**config.mk**
```make
export PLATFORM = sky130hd
export DESIGN_NAME = alu_issue_ctrl_flat
export DESIGN_NICKNAME = d
export VERILOG_FILES = /design/src/rtl/alu_issue_ctrl_if.sv /design/src/rtl/alu_issue_ctrl.sv /design/src/flat_wrapper.sv
export SDC_FILE = /design/constraint.sdc
export NUM_CORES = 1
export LEC_CHECK = 0
export CORE_MARGIN = 5
export CORE_UTILIZATION = 36
export DETAILED_ROUTE_END_ITERATION = 10
export PLACE_DENSITY = 0.75
export REMOVE_ABC_BUFFERS = 1
export SLEW_MARGIN = 0
export SYNTH_ARGS = -nofsm -noshare
export SYNTH_HDL_FRONTEND = slang
export SYNTH_SLANG_ARGS = --single-unit
export TNS_END_PERCENT = 20
```
**constraint.sdc**
```tcl
create_clock -name clk -period 1.8 [get_ports clk]
set_clock_uncertainty 0.2 [all_clocks]
set_input_delay 0.36 -clock clk [delete_from_list [all_inputs] [get_ports clk]]
set_output_delay 0.36 -clock clk [all_outputs]
set_load 0.01 [all_outputs]
```
**src/rtl/alu_issue_ctrl_if.sv**
```systemverilog
// Issue, ALU-drive and result buses of the ALU issue controller.
// The slave modport is the controller side; the master modport is its environment.
interface alu_issue_ctrl_if #(
   parameter int WIDTH = 32
);
   logic             in_valid;
   logic             in_ready;
   logic [2:0]       in_funct3;
   logic             in_funct7_5;
   logic             in_is_imm;
   logic             in_is_branch;
   logic [WIDTH-1:0] in_op_a;
   logic [WIDTH-1:0] in_op_b;

   logic [3:0]       alu_cntr;
   logic [WIDTH-1:0] alu_a;
   logic [WIDTH-1:0] alu_b;
   logic [WIDTH-1:0] alu_out;
   logic [1:0]       alu_status;

   logic             res_valid;
   logic             res_ready;
   logic [WIDTH-1:0] res_data;
   logic             res_br_taken;
   logic             res_illegal;

   modport slave (
      input  in_valid, in_funct3, in_funct7_5, in_is_imm, in_is_branch, in_op_a, in_op_b,
      output in_ready,
      output alu_cntr, alu_a, alu_b,
      input  alu_out, alu_status,
      output res_valid, res_data, res_br_taken, res_illegal,
      input  res_ready
   );

   modport master (
      output in_valid, in_funct3, in_funct7_5, in_is_imm, in_is_branch, in_op_a, in_op_b,
      input  in_ready,
      input  alu_cntr, alu_a, alu_b,
      output alu_out, alu_status,
      input  res_valid, res_data, res_br_taken, res_illegal,
      output res_ready
   );
endinterface

```
**src/rtl/alu_issue_ctrl.sv**
```systemverilog
// Issue controller for the combinational execute ALU: decodes one RV32I OP/OP-IMM/BRANCH
// micro-op, drives registered ALU operands, and returns writeback value or branch decision.
module alu_issue_ctrl #(
   parameter int WIDTH   = 32,
   parameter int SHAMT_W = 5
) (
   input  logic              clk,
   input  logic              rst_n,
   alu_issue_ctrl_if.slave   bus,
   output logic [1:0]        dbg_state_o
);

   typedef enum logic [1:0] {
      IDLE = 2'd0,
      EXEC = 2'd1,
      HOLD = 2'd2
   } state_e;

   // Handshakes: a transfer happens on a rising edge where valid and ready are both 1;
   // the producer holds its payload steady until then, and ready never depends on valid.

   state_e           state_q;
   logic [3:0]       alu_cntr_q;
   logic [WIDTH-1:0] alu_a_q;
   logic [WIDTH-1:0] alu_b_q;
   logic             is_branch_q;
   logic             set_lt_q;
   logic             illegal_q;
   logic [2:0]       funct3_q;

   logic             res_valid_q;
   logic [WIDTH-1:0] res_data_q;
   logic             res_br_taken_q;
   logic             res_illegal_q;

   logic [3:0]       alu_cntr_d;
   logic [WIDTH-1:0] alu_b_d;
   logic             set_lt_d;
   logic             illegal_d;
   logic [WIDTH-1:0] shamt_ext;

   logic             eq;
   logic             lt;
   logic             taken;
   logic             unused_status0;

   assign shamt_ext      = {{(WIDTH-SHAMT_W){1'b0}}, bus.in_op_b[SHAMT_W-1:0]};
   assign unused_status0 = bus.alu_status[0];

   always_comb begin
      alu_cntr_d = 4'b1000;
      alu_b_d    = bus.in_op_b;
      set_lt_d   = 1'b0;
      illegal_d  = 1'b0;
      if (bus.in_is_branch) begin
         case (bus.in_funct3)
            3'b000, 3'b001, 3'b100, 3'b101: alu_cntr_d = 4'b1100;
            3'b110, 3'b111:                 alu_cntr_d = 4'b0100;
            default: begin
               alu_cntr_d = 4'b1000;
               illegal_d  = 1'b1;
            end
         endcase
      end else begin
         case (bus.in_funct3)
            3'b000: alu_cntr_d = (bus.in_funct7_5 && !bus.in_is_imm) ? 4'b1100 : 4'b1000;
            3'b001: begin
               alu_cntr_d = 4'b1101;
               alu_b_d    = shamt_ext;
            end
            3'b010: begin
               alu_cntr_d = 4'b1100;
               set_lt_d   = 1'b1;
            end
            3'b011: begin
               alu_cntr_d = 4'b0100;
               set_lt_d   = 1'b1;
            end
            3'b100: alu_cntr_d = 4'b1010;
            3'b101: begin
               alu_cntr_d = bus.in_funct7_5 ? 4'b1111 : 4'b1110;
               alu_b_d    = shamt_ext;
            end
            3'b110: alu_cntr_d = 4'b1011;
            default: alu_cntr_d = 4'b1001;
         endcase
      end
   end

   // Equality comes from the ALU difference itself; status bit 0 is not trusted.
   assign eq = (bus.alu_out == '0);
   assign lt = bus.alu_status[1];

   always_comb begin
      taken = 1'b0;
      case (funct3_q)
         3'b000:         taken = eq;
         3'b001:         taken = !eq;
         3'b100, 3'b110: taken = lt;
         3'b101, 3'b111: taken = !lt;
         default:        taken = 1'b0;
      endcase
   end

   always_ff @(posedge clk) begin
      if (!rst_n) begin
         state_q        <= IDLE;
         alu_cntr_q     <= 4'b1000;
         alu_a_q        <= '0;
         alu_b_q        <= '0;
         is_branch_q    <= 1'b0;
         set_lt_q       <= 1'b0;
         illegal_q      <= 1'b0;
         funct3_q       <= 3'b000;
         res_valid_q    <= 1'b0;
         res_data_q     <= '0;
         res_br_taken_q <= 1'b0;
         res_illegal_q  <= 1'b0;
      end else begin
         case (state_q)
            IDLE: begin
               if (bus.in_valid) begin
                  alu_cntr_q  <= alu_cntr_d;
                  alu_a_q     <= bus.in_op_a;
                  alu_b_q     <= alu_b_d;
                  is_branch_q <= bus.in_is_branch;
                  set_lt_q    <= set_lt_d;
                  illegal_q   <= illegal_d;
                  funct3_q    <= bus.in_funct3;
                  state_q     <= EXEC;
               end
            end
            EXEC: begin
               res_valid_q <= 1'b1;
               if (is_branch_q) begin
                  res_data_q     <= '0;
                  res_br_taken_q <= illegal_q ? 1'b0 : taken;
                  res_illegal_q  <= illegal_q;
               end else begin
                  res_data_q     <= set_lt_q ? {{(WIDTH-1){1'b0}}, lt} : bus.alu_out;
                  res_br_taken_q <= 1'b0;
                  res_illegal_q  <= 1'b0;
               end
               state_q <= HOLD;
            end
            HOLD: begin
               if (bus.res_ready) begin
                  res_valid_q <= 1'b0;
                  state_q     <= IDLE;
               end
            end
            default: state_q <= IDLE;
         endcase
      end
   end

   assign bus.in_ready     = rst_n && (state_q == IDLE);
   assign bus.alu_cntr     = alu_cntr_q;
   assign bus.alu_a        = alu_a_q;
   assign bus.alu_b        = alu_b_q;
   assign bus.res_valid    = res_valid_q;
   assign bus.res_data     = res_data_q;
   assign bus.res_br_taken = res_br_taken_q;
   assign bus.res_illegal  = res_illegal_q;
   assign dbg_state_o      = state_q;

endmodule

```
**src/flat_wrapper.sv**
```systemverilog
// flat-port wrapper written by rule: the top's interface ports become plain ports
module alu_issue_ctrl_flat 
#(
   parameter int WIDTH   = 32,
   parameter int SHAMT_W = 5
)
  (clk, rst_n, dbg_state_o, bus_in_valid, bus_in_funct3, bus_in_funct7_5, bus_in_is_imm, bus_in_is_branch, bus_in_op_a, bus_in_op_b, bus_in_ready, bus_alu_cntr, bus_alu_a, bus_alu_b, bus_alu_out, bus_alu_status, bus_res_valid, bus_res_data, bus_res_br_taken, bus_res_illegal, bus_res_ready);
  alu_issue_ctrl_if #(.WIDTH(WIDTH)) bus_i ();
  input  logic clk;
  input  logic rst_n;
  output logic [1:0] dbg_state_o;
  input wire logic [$bits(bus_i.in_valid)-1:0] bus_in_valid;
  input wire logic [$bits(bus_i.in_funct3)-1:0] bus_in_funct3;
  input wire logic [$bits(bus_i.in_funct7_5)-1:0] bus_in_funct7_5;
  input wire logic [$bits(bus_i.in_is_imm)-1:0] bus_in_is_imm;
  input wire logic [$bits(bus_i.in_is_branch)-1:0] bus_in_is_branch;
  input wire logic [$bits(bus_i.in_op_a)-1:0] bus_in_op_a;
  input wire logic [$bits(bus_i.in_op_b)-1:0] bus_in_op_b;
  output wire logic [$bits(bus_i.in_ready)-1:0] bus_in_ready;
  output wire logic [$bits(bus_i.alu_cntr)-1:0] bus_alu_cntr;
  output wire logic [$bits(bus_i.alu_a)-1:0] bus_alu_a;
  output wire logic [$bits(bus_i.alu_b)-1:0] bus_alu_b;
  input wire logic [$bits(bus_i.alu_out)-1:0] bus_alu_out;
  input wire logic [$bits(bus_i.alu_status)-1:0] bus_alu_status;
  output wire logic [$bits(bus_i.res_valid)-1:0] bus_res_valid;
  output wire logic [$bits(bus_i.res_data)-1:0] bus_res_data;
  output wire logic [$bits(bus_i.res_br_taken)-1:0] bus_res_br_taken;
  output wire logic [$bits(bus_i.res_illegal)-1:0] bus_res_illegal;
  input wire logic [$bits(bus_i.res_ready)-1:0] bus_res_ready;
  assign bus_i.in_valid = bus_in_valid;
  assign bus_i.in_funct3 = bus_in_funct3;
  assign bus_i.in_funct7_5 = bus_in_funct7_5;
  assign bus_i.in_is_imm = bus_in_is_imm;
  assign bus_i.in_is_branch = bus_in_is_branch;
  assign bus_i.in_op_a = bus_in_op_a;
  assign bus_i.in_op_b = bus_in_op_b;
  assign bus_in_ready = bus_i.in_ready;
  assign bus_alu_cntr = bus_i.alu_cntr;
  assign bus_alu_a = bus_i.alu_a;
  assign bus_alu_b = bus_i.alu_b;
  assign bus_i.alu_out = bus_alu_out;
  assign bus_i.alu_status = bus_alu_status;
  assign bus_res_valid = bus_i.res_valid;
  assign bus_res_data = bus_i.res_data;
  assign bus_res_br_taken = bus_i.res_br_taken;
  assign bus_res_illegal = bus_i.res_illegal;
  assign bus_i.res_ready = bus_res_ready;
  alu_issue_ctrl #(.WIDTH(WIDTH), .SHAMT_W(SHAMT_W)) u_core (.clk(clk), .rst_n(rst_n), .bus(bus_i), .dbg_state_o(dbg_state_o));
endmodule
```
==> out/qor.txt, run 1 <==
die area -> 13,920 um2
Finished Core Util -> 0.6375
Slew HR -> 0.6349
commonest non-fill, non-tap cell in the layout -> dfxtp_1
1st-pass router iterations -> 4
post-synth top area share -> 0.5295
VDD IR max -> 0.6136 mV
grt ovf -> 0
share of cells above drive strength 1 -> 0.1408
Residual DRC -> 0
clock buffer count from CTS -> 9
register bit total from synthesis -> 111
min setup slack post-route -> -0.04900 ns
CTS Root Cell -> clkbuf_16
CTS H-tree lvls -> 3
RePlAce Congestion -> 0.7983
clock latency at the later pin of the worst-skew pair -> 0.35 ns
die height -> 118.0 um
Critical Path RT -> 1.89 ns
vias in the first global route -> 4,331
GRT Resource Usage Total -> 0.1908
worst stage delay on the critical path -> 0.42 ns
peak fanout along the critical path -> 7
FMAX -> 540.8 MHz
HPWL after DPL -> 9638 um
final-report hold violation count -> 0
I/O pins -> 214
Power Density -> 809.6 nW/um2
crit share post-route -> 1.027
Design Area, Final -> 7279 um2
Worst Tran Pin Value -> 0.5476 ns
Synth Instances -> 451
dpl cell area -> 6734 um2
Worst-path clk slew -> 0.07 ns
Syn Std Cell Area -> 4197 um2
core area -> 11,420 um2
fillers -> 953
CP arrival -> 1.94 ns
sequential-to-total area share from yosys stat -> 0.5295
total power -> 5.893 mW
CTS tree -> yes
Routed Antenna Nets -> 0
# hold bufs at CTS -> 0
initial core utilization -> 0.3675
Worst path slowest cell -> or3b_4
Critical Path, Cell by Cell -> buf_6, or3b_4, a31oi_4, buf_12, clkbuf_16, a22oi_1, nor2b_1
commonest non-fill, non-tap cells in the layout -> 109 x dfxtp_1, 95 x dlygate4sd2_1, 90 x nand2_1
I/O Buffers -> 212
maxcap violations -> 0
nets@finish -> 799
Avg Cell Area, Syn -> 9.305 um2
DR vias/cell -> 4.968
RSZ-0062 raised after global routing -> yes
CTS Sinks -> 111
largest cells by area after synthesis -> dfxtp_1 53%, a22oi_1 10%, nor2b_1 9.2%
diode count -> 0
Die W -> 118.0 um
Tmin final -> 1.849 ns
num rows -> 39
Startpoint Class -> register
WL/cell -> 16.44 um
Initial DRC Count -> 245
Distinct cells, synth -> 33
Synth area leader -> dfxtp_1
first-pass GRT wire length -> 21,870 um
final setup fails -> 21
clock buffer depth -> 2
P_leak -> 3.434 nW
largest net degree at the start of global routing -> 68
initial antenna violation count -> 0
min-delay worst type -> primary input to register
via count -> 4,168
flop-to-flop setup slack -> -0.05 ns
Total Wirelength -> 13,790 um
CP endpoint kind -> register
outcome -> finished with violations
Area Overhead vs Synth -> 73.46%
Yosys warning count -> 0
failing checks -> setup timing
CP Class -> register to register
Slew Viols, Final -> 0
critical path: cells and delay by family (launching register included):
kind	cells	cell delay (ns)
and+or+nand+nor	2	0.55
DFF	1	0.36
AOI/OAI and AO/OA	2	0.28
buffers and inverters	3	0.40
logic make-up (layout without fill, tap and decap cells):
logic type,Yosys count,after routing,share of synthesized area
AO/OA/AOI/OAI,117,117,0.2075
XOR/XNOR,1,1,0.002087
buffers and inverters,36,281,0.03369
flip-flops,111,111,0.5295
multiplexers,1,1,0.002385
AND/OR/NAND/NOR,185,185,0.2248
flip-flops by register name (all words and copies together) (netlist names):
register and count:
u_core.bus.res_valid 1, u_core.bus.alu_cntr 4, u_core.bus.alu_b 32, u_core.illegal_q 1, u_core.is_branch_q 1, u_core.bus.alu_a 32
u_core.bus.res_data 32, u_core.dbg_state_o 2, u_core.set_lt_q 1, u_core.funct3_q 3, u_core.bus.res_illegal 1, u_core.bus.res_br_taken 1
power breakdown:
group          total [mW]  leakage (nW)  switching, mW  internal (mW)
combinational        1.11          2.38          0.491          0.622
clock                2.11         0.148          0.893           1.22
sequential           2.67         0.909         0.0756           2.60
layer usage:
layer | global-route usage | routed length [um]
met4 | 0.09677 | 505
met3 | 0.06776 | 1058
met1 | 0.2130 | 5542
met5 | 0 | 0
met2 | 0.3197 | 6684
path summary, 6_finish.rpt:
check | startpoint | end | cells after the start
setup / recovery | u_core.dbg_state_o[0]$_SDFFE_PN0P_ | u_core.bus.alu_b[28]$_SDFFE_PN0P_ | 7
hold / removal | bus_alu_out[23] | u_core.bus.res_data[23]$_SDFFE_PN0P_ | 3
setup reg to reg | u_core.dbg_state_o[0]$_SDFFE_PN0P_ | u_core.bus.alu_b[28]$_SDFFE_PN0P_ | 7
hold reg to reg | u_core.bus.alu_b[1]$_SDFFE_PN0P_ | u_core.bus.alu_b[1]$_SDFFE_PN0P_ | 2
timing repair:
| item | CTS | global route |
|---|---|---|
| gates cloned | 2 | 1 |
| resized for setup | 126 | 49 |
| setup endpoints to repair | 152 | 108 |
| buffers inserted | 5 | 2 |
| pin swaps | 9 | 5 |
cell type report:
type	count	area (um2)	area share
Multi-Input combinational cell	304	1988	0.2731
Clock buffer	10	229.0	0.03145
Timing Repair Buffer	262	2560	0.3517
Clock inverter	6	85.08	0.01169
Tap cell	143	178.9	0.02458
Sequential cell	111	2227	0.3059
Inverter	3	11.26	0.001547
synth_stat cells:
| library cell | instances |
|---|---|
| dfxtp_1 | 111 |
| nand2_1 | 90 |
| nor2b_1 | 62 |
| a22oi_1 | 58 |
| a21boi_0 | 43 |
| clkbuf_1 | 28 |
| nor4_1 | 8 |
| a21oi_1 | 6 |
| buf_2 | 5 |
| nand2b_1 | 5 |
| o21ai_0 | 4 |
| inv_1 | 3 |
| nand4_1 | 3 |
| nor3b_1 | 3 |
| nand3_1 | 2 |
| nor3_1 | 2 |
| or4_1 | 2 |
| a31oi_4 | 1 |
| and2_0 | 1 |
| and2_1 | 1 |
| and3_1 | 1 |
| mux2i_1 | 1 |
| nand3b_1 | 1 |
| nor2_1 | 1 |
| nor3b_2 | 1 |
| nor4b_1 | 1 |
| o211a_1 | 1 |
| o21a_1 | 1 |
| o22ai_1 | 1 |
| o311ai_1 | 1 |
| o41ai_1 | 1 |
| or3b_2 | 1 |
| xnor2_1 | 1 |
stage by stage:
step	worst slack, ns	cells	hold WS, ns	TNS (ns)
after floorplan	-1.541	418	0.2219	-85.57
after global placement	-0.5326	816	0.2487	-32.06
after detailed placement	-0.5331	816	0.2568	-33.74
after CTS	-0.07989	839	0.2178	-1.052
after global routing	-0.1622	839	0.1941	-2.499
final	-0.04900	839	0.1526	-0.3998
(Power assumes the default switching activity.)
==> run 2: changes to the inputs <==
--- a/config.mk
+++ b/config.mk
@@ -5,10 +5,11 @@
 export SDC_FILE = /design/constraint.sdc
 export NUM_CORES = 1
 export LEC_CHECK = 0
-export CORE_MARGIN = 5
-export CORE_UTILIZATION = 36
+export ABC_AREA = 1
+export CORE_MARGIN = 10
+export CORE_UTILIZATION = 42
 export DETAILED_ROUTE_END_ITERATION = 10
-export PLACE_DENSITY = 0.75
+export PLACE_DENSITY = 0.84
 export REMOVE_ABC_BUFFERS = 1
 export SLEW_MARGIN = 0
 export SYNTH_ARGS = -nofsm -noshare
==> constraint.sdc (replaced) <==
create_clock -name clk -period 2.15 [get_ports clk]
set_clock_uncertainty 0.2 [all_clocks]
set_input_delay 0.43 -clock clk [delete_from_list [all_inputs] [get_ports clk]]
set_output_delay 0.43 -clock clk [all_outputs]
set_load 0.01 [all_outputs]
==> run 2 against run 1 <==
- the run now ends clean
- via count increased by 0.22%
- count of clock-buffer cells in the layout increased by 1
- register-to-register slack improved by 0.50 ns
- synthesized area decreased by 3.8%
- combinational power decreased by 16%
- critical path type is now primary input to output pin
==> out/qor.txt, run 2 <==
num rows -> 35 (was 39)
met1 wire length -> 4998 um (was 5542 um)
Synth Instances -> 507 (was 451)
async set-reset flop share out of synthesis -> 0 (unchanged)
Die W -> 118.0 um (about the same)
CP endpoint kind -> output pin (was register)
Avg Cell Area, Syn -> 7.961 um2 (was 9.305 um2)
largest net degree at the start of global routing -> 68 (unchanged)
HPWL after DPL -> 10,400 um (was 9638 um)
vias in the first global route -> 4,220 (was 4,331)
grt ovf -> 0 (unchanged)
initial antenna violation count -> 0 (unchanged)
final setup fails -> 0 (was 21)
I/O pins -> 214 (unchanged)
die area -> 13,930 um2 (was 13,920 um2)
min-delay worst type -> register to register (was primary input to register)
Critical Path RT -> 1.52 ns (was 1.89 ns)
CTS Sinks -> 111 (unchanged)
crit share post-route -> 0.9595
Critical Path, Cell by Cell -> clkdlybuf4s50_1, inv_2, nor3_1, dlygate4sd2_1 (was buf_6, or3b_4, a31oi_4, buf_12, clkbuf_16, a22oi_1, nor2b_1)
cell with the most instances after synthesis -> nor2_1 (was dfxtp_1)
metal3 WL -> 1500 um (was 1058 um)
Worst Tran Pin Value -> 0.7090 ns (was 0.5476 ns)
synth cell count leaders -> 132 x nor2_1, 111 x dfxtp_1, 86 x nand2_1, 47 x o21ai_0, 42 x a21oi_1 (was 111 x dfxtp_1, 90 x nand2_1, 62 x nor2b_1, 58 x a22oi_1, 43 x a21boi_0)
diode count -> 0 (unchanged)
Non-Filler Instances -> 842 (was 839)
I/O Buffers -> 212 (unchanged)
VDD IR max -> 0.4211 mV (was 0.6136 mV)
CP arrival -> 1.43 ns (was 1.94 ns)
largest cells by area after synthesis -> dfxtp_1 55%, nor2_1 12%, nand2_1 8.0% (was dfxtp_1 53%, a22oi_1 10%, nor2b_1 9.2%)
maxcap violations -> 0 (unchanged)
RePlAce Congestion -> 0.7774 (was 0.7983)
Startpoint Class -> primary input (was register)
GRT Resource Usage Total -> 0.1853 (was 0.1908)
CTS Root Cell -> clkbuf_8 (was clkbuf_16)
reg2reg path depth -> 6 (was 7)
Post-synth EDFFs -> 0 (unchanged)
clock buffer count from CTS -> 9 (unchanged)
via count -> 4,177 (was 4,168)
core area -> 9284 um2 (was 11,420 um2)
Area Overhead vs Synth -> 59.83% (was 73.46%)
share of cells above drive strength 1 -> 0.04208 (was 0.1408)
Syn Std Cell Area -> 4036 um2 (was 4197 um2)
clock latency at the later pin of the worst-skew pair -> 0.35 ns (about the same)
Worst-path clk slew -> 0.11 ns (was 0.07 ns)
initial core utilization -> 0.4348 (was 0.3675)
RSZ-0062 raised after global routing -> no (was yes)
CTS H-tree lvls -> 3 (unchanged)
Worst path slowest cell -> clkdlybuf4s50_1 (was or3b_4)
register bit total from synthesis -> 111 (unchanged)
Power Density -> 688.4 nW/um2 (was 809.6 nW/um2)
postcts setup bufs -> 0 (was 5)
Distinct cells, synth -> 27 (was 33)
nets@finish -> 816 (was 799)
CP Class -> primary input to output pin (was register to register)
clock buffer depth -> 2 (unchanged)
sequential-to-total area share from yosys stat -> 0.5505 (was 0.5295)
first-pass GRT wire length -> 21,380 um (was 21,870 um)
Synth area leader -> dfxtp_1 (unchanged)
Residual DRC -> 0 (unchanged)
peak fanout along the critical path -> 2 (was 7)
die height -> 118.0 um (about the same)
ys flop type -> dfxtp_1 (unchanged)
CTS tree -> yes (unchanged)
Met2 Wirelength -> 6815 um (was 6684 um)
WHS Path Cells -> 2 (was 3)
commonest non-fill, non-tap cells in the layout -> 211 x clkdlybuf4s50_1, 132 x nor2_1, 111 x dfxtp_1 (was 109 x dfxtp_1, 95 x dlygate4sd2_1, 90 x nand2_1)
highest routed layer -> met4 (unchanged)
Initial DRC Count -> 324 (was 245)
Tmin final -> 2.063 ns
Routed Antenna Nets -> 0 (unchanged)
Yosys warning count -> 0 (unchanged)
FMAX -> 484.8 MHz
Slew HR -> 0.5273 (was 0.6349)
# placed instances -> 826 (was 816)
Finished Core Util -> 0.6949 (was 0.6375)
Slew Viols, Final -> 0 (unchanged)
worst stage delay on the critical path -> 0.52 ns (was 0.42 ns)
post-synth top area share -> 0.5505 (was 0.5295)
P_leak -> 2.409 nW (was 3.434 nW)
final-report hold violation count -> 0 (unchanged)
Total Wirelength -> 13,560 um (was 13,790 um)
1st-pass router iterations -> 4 (unchanged)
commonest non-fill, non-tap cell in the layout -> clkdlybuf4s50_1 (was dfxtp_1)
WL/cell -> 16.10 um (was 16.44 um)
outcome -> finished clean (was finished with violations)
DR vias/cell -> 4.961 (was 4.968)
==> run 2: cell types whose count changed after synthesis, sizes merged, moves of 4 or more <==
cell / previous run / this run
clkbuf: 28 / 12
buf: 5 / 21
nor2b: 62 / 0
a21boi: 43 / 1
inv: 3 / 10
nor3b: 4 / 0
nand2b: 5 / 0
a21oi: 6 / 42
o21ai: 4 / 47
nor2: 1 / 132
nor4: 8 / 0
a22oi: 58 / 27
==> run 2: logic make-up (layout without fill, tap and decap cells) <==
logic type,after synthesis,count (layout),share of synthesized area
AOI/OAI and AO/OA,124,124,0.1798
and+or+nand+nor,227,227,0.2161
buffers and inverters,44,250,0.05114
DFF,111,111,0.5505
muxes,1,1,0.002480
==> run 2: final cells by class <==
type	instances	area, um2
Multi-Input combinational cell	352	1608
Timing Repair Buffer	223	2228
Inverter	11	41.29
Sequential cell	111	2222
Fill cell	743	2833
Clock buffer	11	131.4
Clock inverter	5	58.81
Tap cell	129	161.4
==> run 2: critical path: cells and delay by family <==
family | cells | cell delay (ns)
buf+inv | 3 | 0.88
simple gates | 1 | 0.13
==> run 2: what timing repair did <==
action,CTS,global route
hold buffers,0,0
hold endpoints to repair,0,0
gates resized for setup,1,0
endpoints found under the setup margin,1,0
==> run 2: per-stage QoR <==
stage                     setup WS, ns  instance area [um2]  power [mW]  setup TNS, ns  hold WS, ns
after floorplan                -0.6130                 3871       2.646         -32.65       0.2528
after global placement         -0.1982                 6262       3.222        -0.2092       0.2515
after detailed placement       -0.1965                 6262       3.255        -0.2343       0.2551
after CTS                      0.08831                 6451       4.488              0       0.2720
after global routing           0.03365                 6451       4.648              0       0.2933
final                          0.08711                 6451       4.441              0       0.2693
==> run 2: power by group <==
| part | switching, mW | internal [mW] |
|---|---|---|
| logic | 0.419 | 0.515 |
| registers | 0.0727 | 2.19 |
| clock network | 0.699 | 0.541 |
==> run 2: final timing paths <==
check	start	to	slack [ns]
setup / recovery	rst_n	bus_in_ready	0.09
hold / removal	u_core.bus.res_data[28]$_SDFFE_PN0P_	u_core.bus.res_data[28]$_SDFFE_PN0P_	0.27
setup reg to reg	u_core.dbg_state_o[0]$_SDFFE_PN0P_	u_core.bus.alu_a[11]$_SDFFE_PN0P_	0.45
hold reg to reg	u_core.bus.res_data[28]$_SDFFE_PN0P_	u_core.bus.res_data[28]$_SDFFE_PN0P_	0.27
==> run 2: routing by layer <==
layer / vias up / global-route usage
met3: 20 / 0.08921
met4: 0 / 0.04791
li1: 2058 / -
met5: - / 0
met2: 163 / 0.3325
met1: 1936 / 0.1875
==> run 3: changes to the inputs <==
--- a/config.mk
+++ b/config.mk
@@ -6,8 +6,10 @@
 export NUM_CORES = 1
 export LEC_CHECK = 0
 export ABC_AREA = 1
+export ABC_CLOCK_PERIOD_IN_PS = 2150
 export CORE_MARGIN = 10
 export CORE_UTILIZATION = 42
+export CTS_CLUSTER_DIAMETER = 80
 export DETAILED_ROUTE_END_ITERATION = 10
 export PLACE_DENSITY = 0.84
 export REMOVE_ABC_BUFFERS = 1
==> results of run 3 <==
No change in the layout: final DEF, timing and power equal those of run 2.
